==> src/rtl/periodogram_frame_ctrl.sv <==
// rtl/periodogram_frame_ctrl.sv - frame sequencer feeding periodogram_squared and the mel filterbank
// Ports:
//   clk, rst                       clock, synchronous active-high reset
//   start, busy, done              frame start pulse, in-frame flag, one-cycle completion pulse
//   fft_rd_en, fft_rd_addr         FFT result RAM read strobe and bin address
//   fft_rd_real, fft_rd_imag       RAM read data, valid the cycle after fft_rd_en
//   pg_sample_real/imag/valid      samples towards the periodogram unit
//   pg_out, pg_valid               periodogram results (fixed but unknown latency)
//   pow_data, pow_bin, pow_last    power stream to the filterbank
//   pow_valid, pow_ready           handshake of the power stream
//   frame_energy                   sum of all delivered power values of the frame
//   err                            sticky: result strobe with nothing outstanding
module periodogram_frame_ctrl #(
  parameter int NF       = 512,
  parameter int ADDR_W   = 9,
  parameter int CREDITS  = 4,
  parameter int ENERGY_W = 48
) (
  input  logic                       clk,
  input  logic                       rst,
  input  logic                       start,
  output logic                       busy,
  output logic                       done,
  output logic                       fft_rd_en,
  output logic [ADDR_W-1:0]          fft_rd_addr,
  input  logic signed [15:0]         fft_rd_real,
  input  logic signed [15:0]         fft_rd_imag,
  output logic signed [15:0]         pg_sample_real,
  output logic signed [15:0]         pg_sample_imag,
  output logic                       pg_sample_valid,
  input  logic signed [31:0]         pg_out,
  input  logic                       pg_valid,
  output logic [31:0]                pow_data,
  output logic [ADDR_W-1:0]          pow_bin,
  output logic                       pow_last,
  output logic                       pow_valid,
  input  logic                       pow_ready,
  output logic [ENERGY_W-1:0]        frame_energy,
  output logic                       err
);

  localparam int NBINS = NF / 2 + 1;
  localparam int CNT_W = ADDR_W + 1;
  localparam int PTR_W = (CREDITS > 1) ? $clog2(CREDITS) : 1;
  localparam int OCC_W = $clog2(CREDITS) + 1;

  localparam logic [CNT_W-1:0] NBINS_C   = CNT_W'(NBINS);
  localparam logic [CNT_W-1:0] LAST_C    = CNT_W'(NBINS - 1);
  localparam logic [OCC_W:0]   CREDITS_C = (OCC_W + 1)'(CREDITS);

  typedef enum logic [1:0] {
    S_IDLE,
    S_RUN,
    S_DRAIN,
    S_DONE
  } state_t;

  state_t            state;
  logic [CNT_W-1:0]  rd_idx;
  logic [CNT_W-1:0]  out_idx;
  logic [OCC_W-1:0]  outstanding;
  logic [OCC_W-1:0]  fifo_count;
  logic [PTR_W-1:0]  wr_ptr;
  logic [PTR_W-1:0]  rd_ptr;
  logic [31:0]       fifo_mem [CREDITS];

  logic issue;
  logic push;
  logic pop;

  // A read is only issued when a FIFO slot is guaranteed for its result:
  // every read in flight plus every queued result holds one credit.
  assign issue = (state == S_RUN) && (rd_idx < NBINS_C) &&
                 (({1'b0, outstanding} + {1'b0, fifo_count}) < CREDITS_C);
  // A result with nothing outstanding is a protocol error and is dropped.
  assign push  = pg_valid && (outstanding != '0);
  assign pop   = pow_valid && pow_ready;

  assign fft_rd_en      = issue;
  assign fft_rd_addr    = rd_idx[ADDR_W-1:0];
  assign pg_sample_real = fft_rd_real;
  assign pg_sample_imag = fft_rd_imag;

  assign pow_valid = (fifo_count != '0);
  assign pow_data  = fifo_mem[rd_ptr];
  assign pow_bin   = out_idx[ADDR_W-1:0];
  assign pow_last  = pow_valid && (out_idx == LAST_C);

  // Result skid FIFO; never full on a push thanks to the credit rule.
  always_ff @(posedge clk) begin
    if (rst) begin
      wr_ptr     <= '0;
      rd_ptr     <= '0;
      fifo_count <= '0;
    end else begin
      if (push) wr_ptr <= wr_ptr + PTR_W'(1);
      if (pop)  rd_ptr <= rd_ptr + PTR_W'(1);
      unique case ({push, pop})
        2'b10:   fifo_count <= fifo_count + OCC_W'(1);
        2'b01:   fifo_count <= fifo_count - OCC_W'(1);
        default: ;
      endcase
    end
  end

  always_ff @(posedge clk) begin
    if (push) fifo_mem[wr_ptr] <= pg_out;
  end

  always_ff @(posedge clk) begin
    if (rst) begin
      state           <= S_IDLE;
      busy            <= 1'b0;
      done            <= 1'b0;
      rd_idx          <= '0;
      out_idx         <= '0;
      outstanding     <= '0;
      frame_energy    <= '0;
      err             <= 1'b0;
      pg_sample_valid <= 1'b0;
    end else begin
      done            <= 1'b0;
      pg_sample_valid <= issue;

      if (pg_valid && (outstanding == '0)) err <= 1'b1;

      unique case ({issue, push})
        2'b10:   outstanding <= outstanding + OCC_W'(1);
        2'b01:   outstanding <= outstanding - OCC_W'(1);
        default: ;
      endcase

      if (pop) begin
        out_idx      <= out_idx + CNT_W'(1);
        frame_energy <= frame_energy + ENERGY_W'(pow_data);
      end

      unique case (state)
        S_IDLE: begin
          if (start) begin
            state        <= S_RUN;
            busy         <= 1'b1;
            rd_idx       <= '0;
            out_idx      <= '0;
            frame_energy <= '0;
          end
        end
        S_RUN: begin
          if (issue) begin
            rd_idx <= rd_idx + CNT_W'(1);
            if (rd_idx == LAST_C) state <= S_DRAIN;
          end
        end
        S_DRAIN: begin
          if ((outstanding == '0) && (fifo_count == '0) && (out_idx == NBINS_C)) begin
            state <= S_DONE;
            done  <= 1'b1;
          end
        end
        S_DONE: begin
          state <= S_IDLE;
          busy  <= 1'b0;
        end
        default: state <= S_IDLE;
      endcase
    end
  end

endmodule
==> config.mk <==
export PLATFORM = sky130hd
export DESIGN_NAME = periodogram_frame_ctrl
export DESIGN_NICKNAME = d
export VERILOG_FILES = /design/src/rtl/periodogram_frame_ctrl.sv
export SDC_FILE = /design/constraint.sdc
export NUM_CORES = 1
export LEC_CHECK = 0
export CORE_MARGIN = 2
export CORE_UTILIZATION = 47
export DETAILED_ROUTE_END_ITERATION = 12
export PLACE_DENSITY = 0.76
export SYNTH_ARGS = -nofsm -noshare
export SYNTH_HDL_FRONTEND = slang
export SYNTH_SLANG_ARGS = --single-unit
export TNS_END_PERCENT = 100
==> constraint.sdc <==
create_clock -name clk -period 3.7 [get_ports clk]
set_input_delay 0.555 -clock clk [delete_from_list [all_inputs] [get_ports clk]]
set_output_delay 0.555 -clock clk [all_outputs]
set_load 0.01 [all_outputs]
---- Word level (Yosys, flattened, before mapping) ----
Memories as Yosys holds them, arrays and structs flattened. A register that Yosys moved wholly into a read port is not among the register bits.
Index checks and enable logic that the tools add are counted.
cells by class
  add/subtract/negate cells ............... 10
  order comparisons ....................... 2
  eq/ne operators ......................... 14
  mux-type cells .......................... 23
  bitwise gates (word level) .............. 1
  reduce and logical (&&, ||, !) cells .... 21
operator list
  operator                                                                       count
  48-bit two-way mux                                                             3
  10-bit two-way mux                                                             5
  48-bit by 32-bit adder with 48-bit output                                      1
  10-bit by 9-bit equality test with 1-bit output, second input constant         3
  10-bit by 1-bit adder with 10-bit output, second input constant                2
  10-bit one-hot mux with 2 select lines                                         1
  2-bit two-way mux                                                              6
  3-bit one-hot mux with 2 select lines                                          2
  10-bit by 9-bit less-than comparator with 1-bit output, second input constant  1
  2-bit equality test, second input constant                                     4
  1-bit logical AND                                                              8
  2-bit one-hot mux with 4 select lines                                          1
  2-bit nonzero test                                                             4
  3-bit by 1-bit adder with 3-bit output, second input constant                  2
  2-bit by 1-bit equality test with 1-bit output, second input constant          3
  3-bit logical NOT                                                              2
  2-bit != test, second input constant                                           3
  3-bit nonzero test                                                             2
  3-bit by 1-bit subtractor with 3-bit output, second input constant             2
  2-bit by 1-bit adder with 2-bit output, second input constant                  2
  3-bit by 3-bit adder with 4-bit output                                         1
  4-bit by 3-bit less-than comparator with 1-bit output, second input constant   1
  1-bit two-way mux                                                              4
  4-bit AND reduction                                                            1
  other kinds (7)                                                                7
word-level totals
  flip-flop bits (word level) ............. 84
  RAM bits ................................ 128
  input port bits ......................... 69
  output and inout bits ................... 137
  word-level logic and storage cells ...... 84
  memories kept ........................... 1
memory list
  name      depth  width  read ports  clocked after Yosys merged registers in  write ports  line  source
  fifo_mem  4      32     1           1                                        1            65    logic [31:0] fifo_mem [CREDITS];

---- Longest topological paths before layout ----
  depth after elaboration ................. 5
  depth in mapped cells ................... 13
  mapped depth without buffers ............ 11

---- Least setup slack after synthesis ----
Ideal clock, no wire load.
  kind .................................... flip-flop to flip-flop
  from .................................... reg (tool-made name)
  to ...................................... reg frame_energy[36]
  library setup time ...................... 0.116 ns
  data arrival time ....................... 3.687 ns
  required time ........................... 3.584 ns
  slack ................................... -0.104 ns
  stages on the path, launching flop included .. 13
  buffers on the path ..................... 3
  clock period less this slack ............ 3.804 ns
  cells stage by stage .................... dfxtp_1 > clkbuf_1 > buf_1 > mux4_2 > ha_1 > clkbuf_1 > a21o_1 > a21o_1 > a21oi_1 > o311ai_0 > a311oi_1 > a21oi_1 > a31o_2
RTL lines
  item                    line  source
  end signal: assignment  135   frame_energy <= frame_energy + ENERGY_W'(pow_data);
  end: declaration        38    output logic [ENERGY_W-1:0] frame_energy,

==> flow_summary.ini <==
[timing]
fin_crit_ps = 3580
timing.setup.tns_ps = 0
max_freq_mhz = 279
setup_viol = 0
hold_violations = 0
grt_setup_unrepaired = false
finalClockSkew_ps = 24.2
max-slew-margin-rel = 0.465
worst_slew_pin_slew_ps = 803
maxSlewViolCount = 0
finalCritPeriodShare = 0.969

[die]
io_pins = 206
die_area_um2 = 23700
initial_core_util = 0.481
die_x_um = 154
die_h_um = 154
core-area_um2 = 22000
rows = 54

[logic_synthesis]
synth_flop_cell = edfxtp_1
ys_types = 56
synth-seq-area-share = 0.527
yosys.area.top_type = edfxtp_1
syn_area_per_cell_um2 = 11.3
synth.top_cells.by_count = 128 x edfxtp_1, 93 x nand2_1, 86 x dfxtp_1, 74 x a21oi_1, 74 x nor2_1
synth.most_common_cell = edfxtp_1
ys_warn_count = 0
synth_area_um2 = 10600
yosys-top-cells-area = edfxtp_1 36%, dfxtp_1 16%, mux4_2 6.8%
syn_nets = 1058
synthDominantCellAreaShare = 0.364
ys_ff_latch = 214
synthCells = 936
synth-edff-count = 128
async_flop_share = 0

[setup_path]
crit_arrival_ps = 4010
end_kind = register
r2r_setup_slack_ps = 120
start_kind = register
path_max_fanout = 25
required_ps = 4130
path_class = reg2reg

[placed_design]
placed_cell_area_um2 = 12100
gp_congestion = 0.950
hpwl_um = 17700
portBuffers = 141

[power_and_ir_drop]
peakVddDrop_mv = 0.520
p_int_uw = 5730
p_switching_uw = 3000
p_comb_frac = 0.379
switching_share = 0.344
pwr-share-clk = 0.282
powerDensity_nw_per_um2 = 672
seqPwrFrac = 0.340
leakage_uw = 0.00460

[grt]
antenna_found_initial = 0
grt.total_usage = 0.215
grt_pass1_wl_um = 40400
grt_pass1_vias = 7498
overflow = 0
grt_max_degree = 44

[detailed_routing]
drt_pass1_iterations = 5
avgViaCountPerCell = 5.65
routed_wirelength_um = 25200
post-route-drc-count = 0
ant_nets = 0
drt-initial-drc-count = 536
via_count = 7632
routedWlPerCell_um = 18.7

[flow_run]
drv_cap = 0

[final_layout]
area_delta_synth_final_pct = 23.0
layout-drive-gt1-share = 0.125
diodes = 0
nNetsFinal = 1175
num-fill-cells = 1756
fin_area_um2 = 13000

[clock_tree]
root_buffer = clkbuf_16
tritoncts = yes
cts_sinks = 214
clockBufferDepth = 3
clk-insertion-delay-late_ps = 530
cts_max_level = 1
path_clk_slew_ps = 60
cts_buffers = 24

[status]
status = completed

[hold_path]
hold_class = reg2reg
-- layer usage --
metal,wire (um),global-route usage,vias to the layer above
met3,1990,0.0496,47
met4,811,0.0717,0
li1,-,-,3630
met2,11900,0.351,285
met5,0,0,-
met1,10500,0.284,3670
-- area by class of cell --
| type | instances | area [um^2] | share of cell area |
|---|---|---|---|
| clock inverters | 14 | 150 | 0.0116 |
| flip-flops and latches | 214 | 5570 | 0.429 |
| clock buffers | 30 | 686 | 0.0528 |
| well taps | 280 | 350 | 0.0270 |
| multi-input cells | 615 | 4460 | 0.343 |
| repair buffers | 171 | 1670 | 0.129 |
| inverters | 27 | 101 | 0.00780 |
-- final timing paths --
check,cells past startpoint,endpoint,startpoint
max,11,frame_energy[21],register
min,2,rd_idx[9],rd_idx[9]
max reg2reg,11,frame_energy[21],register
min reg2reg,2,rd_idx[9],rd_idx[9]
-- critical path, stage by stage (launching register included) --
cell and delay (ps):
dfxtp_2 350, buf_12 220, mux4_2 560, ha_2 360
a2111oi_0 600, nor3_2 120, nand3_1 180, a21oi_1 100
or4_1 540, a21oi_1 160, nor3b_1 60, o21a_1 180
-- metrics by stage --
| step | hold WS (ps) | utilization | cells | worst slack (ps) | power [uW] |
|---|---|---|---|---|---|
| 2_1_floorplan | 421 | - | 936 | 33.4 | 5050 |
| 3_3_place_gp | 432 | 0.551 | 1306 | 185 | 6210 |
| 3_5_place_dp | 439 | 0.551 | 1306 | 128 | 6270 |
| 4_1_cts | 448 | 0.589 | 1350 | 53.1 | 8740 |
| 5_1_grt | 484 | 0.591 | 1351 | 0.280 | 9220 |
| 6_report | 446 | 0.591 | 1351 | 116 | 8730 |
-- power by group through the flow --
stage          clock network (uW)  registers (uW)  logic [uW]
5_1_grt                      2600            2990        3630
4_1_cts                      2490            2970        3290
2_1_floorplan                   0            2990        2050
3_3_place_gp                    0            3000        3210
3_5_place_dp                    0            3010        3250
6_report                     2460            2960        3310
-- state kept, by name (all words and copies together), names as in the netlist, named ones only --
register	cells
fifo_mem	128
frame_energy	48
out_idx	10
rd_idx	10
fifo_count	3
outstanding	3
rd_ptr	2
state	2
wr_ptr	2
busy	1
done	1
err	1
pg_sample_valid	1
-- logic make-up after synthesis --
group,Yosys count,share of synthesized area
flops,214,0.527
buf+inv,107,0.0558
compound gates,178,0.104
xor+xnor,51,0.0423
fa+ha+maj,53,0.0649
simple gates,298,0.135
mux,35,0.0711
-- what timing repair did --
item	in CTS	in global routing
setup buffers	0	1
hold buffers	0	0
gates resized for setup	0	14
endpoints found under the setup margin	0	25
-- placed cells by master (no fill, tap or decap), types with 26 or more instances in the layout --
cell               n
clkdlybuf4s50_1  141
xnor2_1           28
nand3_1           31
nand2_1           92
edfxtp_1         128
dfxtp_1           85
mux4_2            32
clkbuf_16         26
ha_1              48
a21oi_1           72
nor2_1            74
o21ai_0           35
buf_4             27
inv_1             26
(Power assumes the default switching activity.)
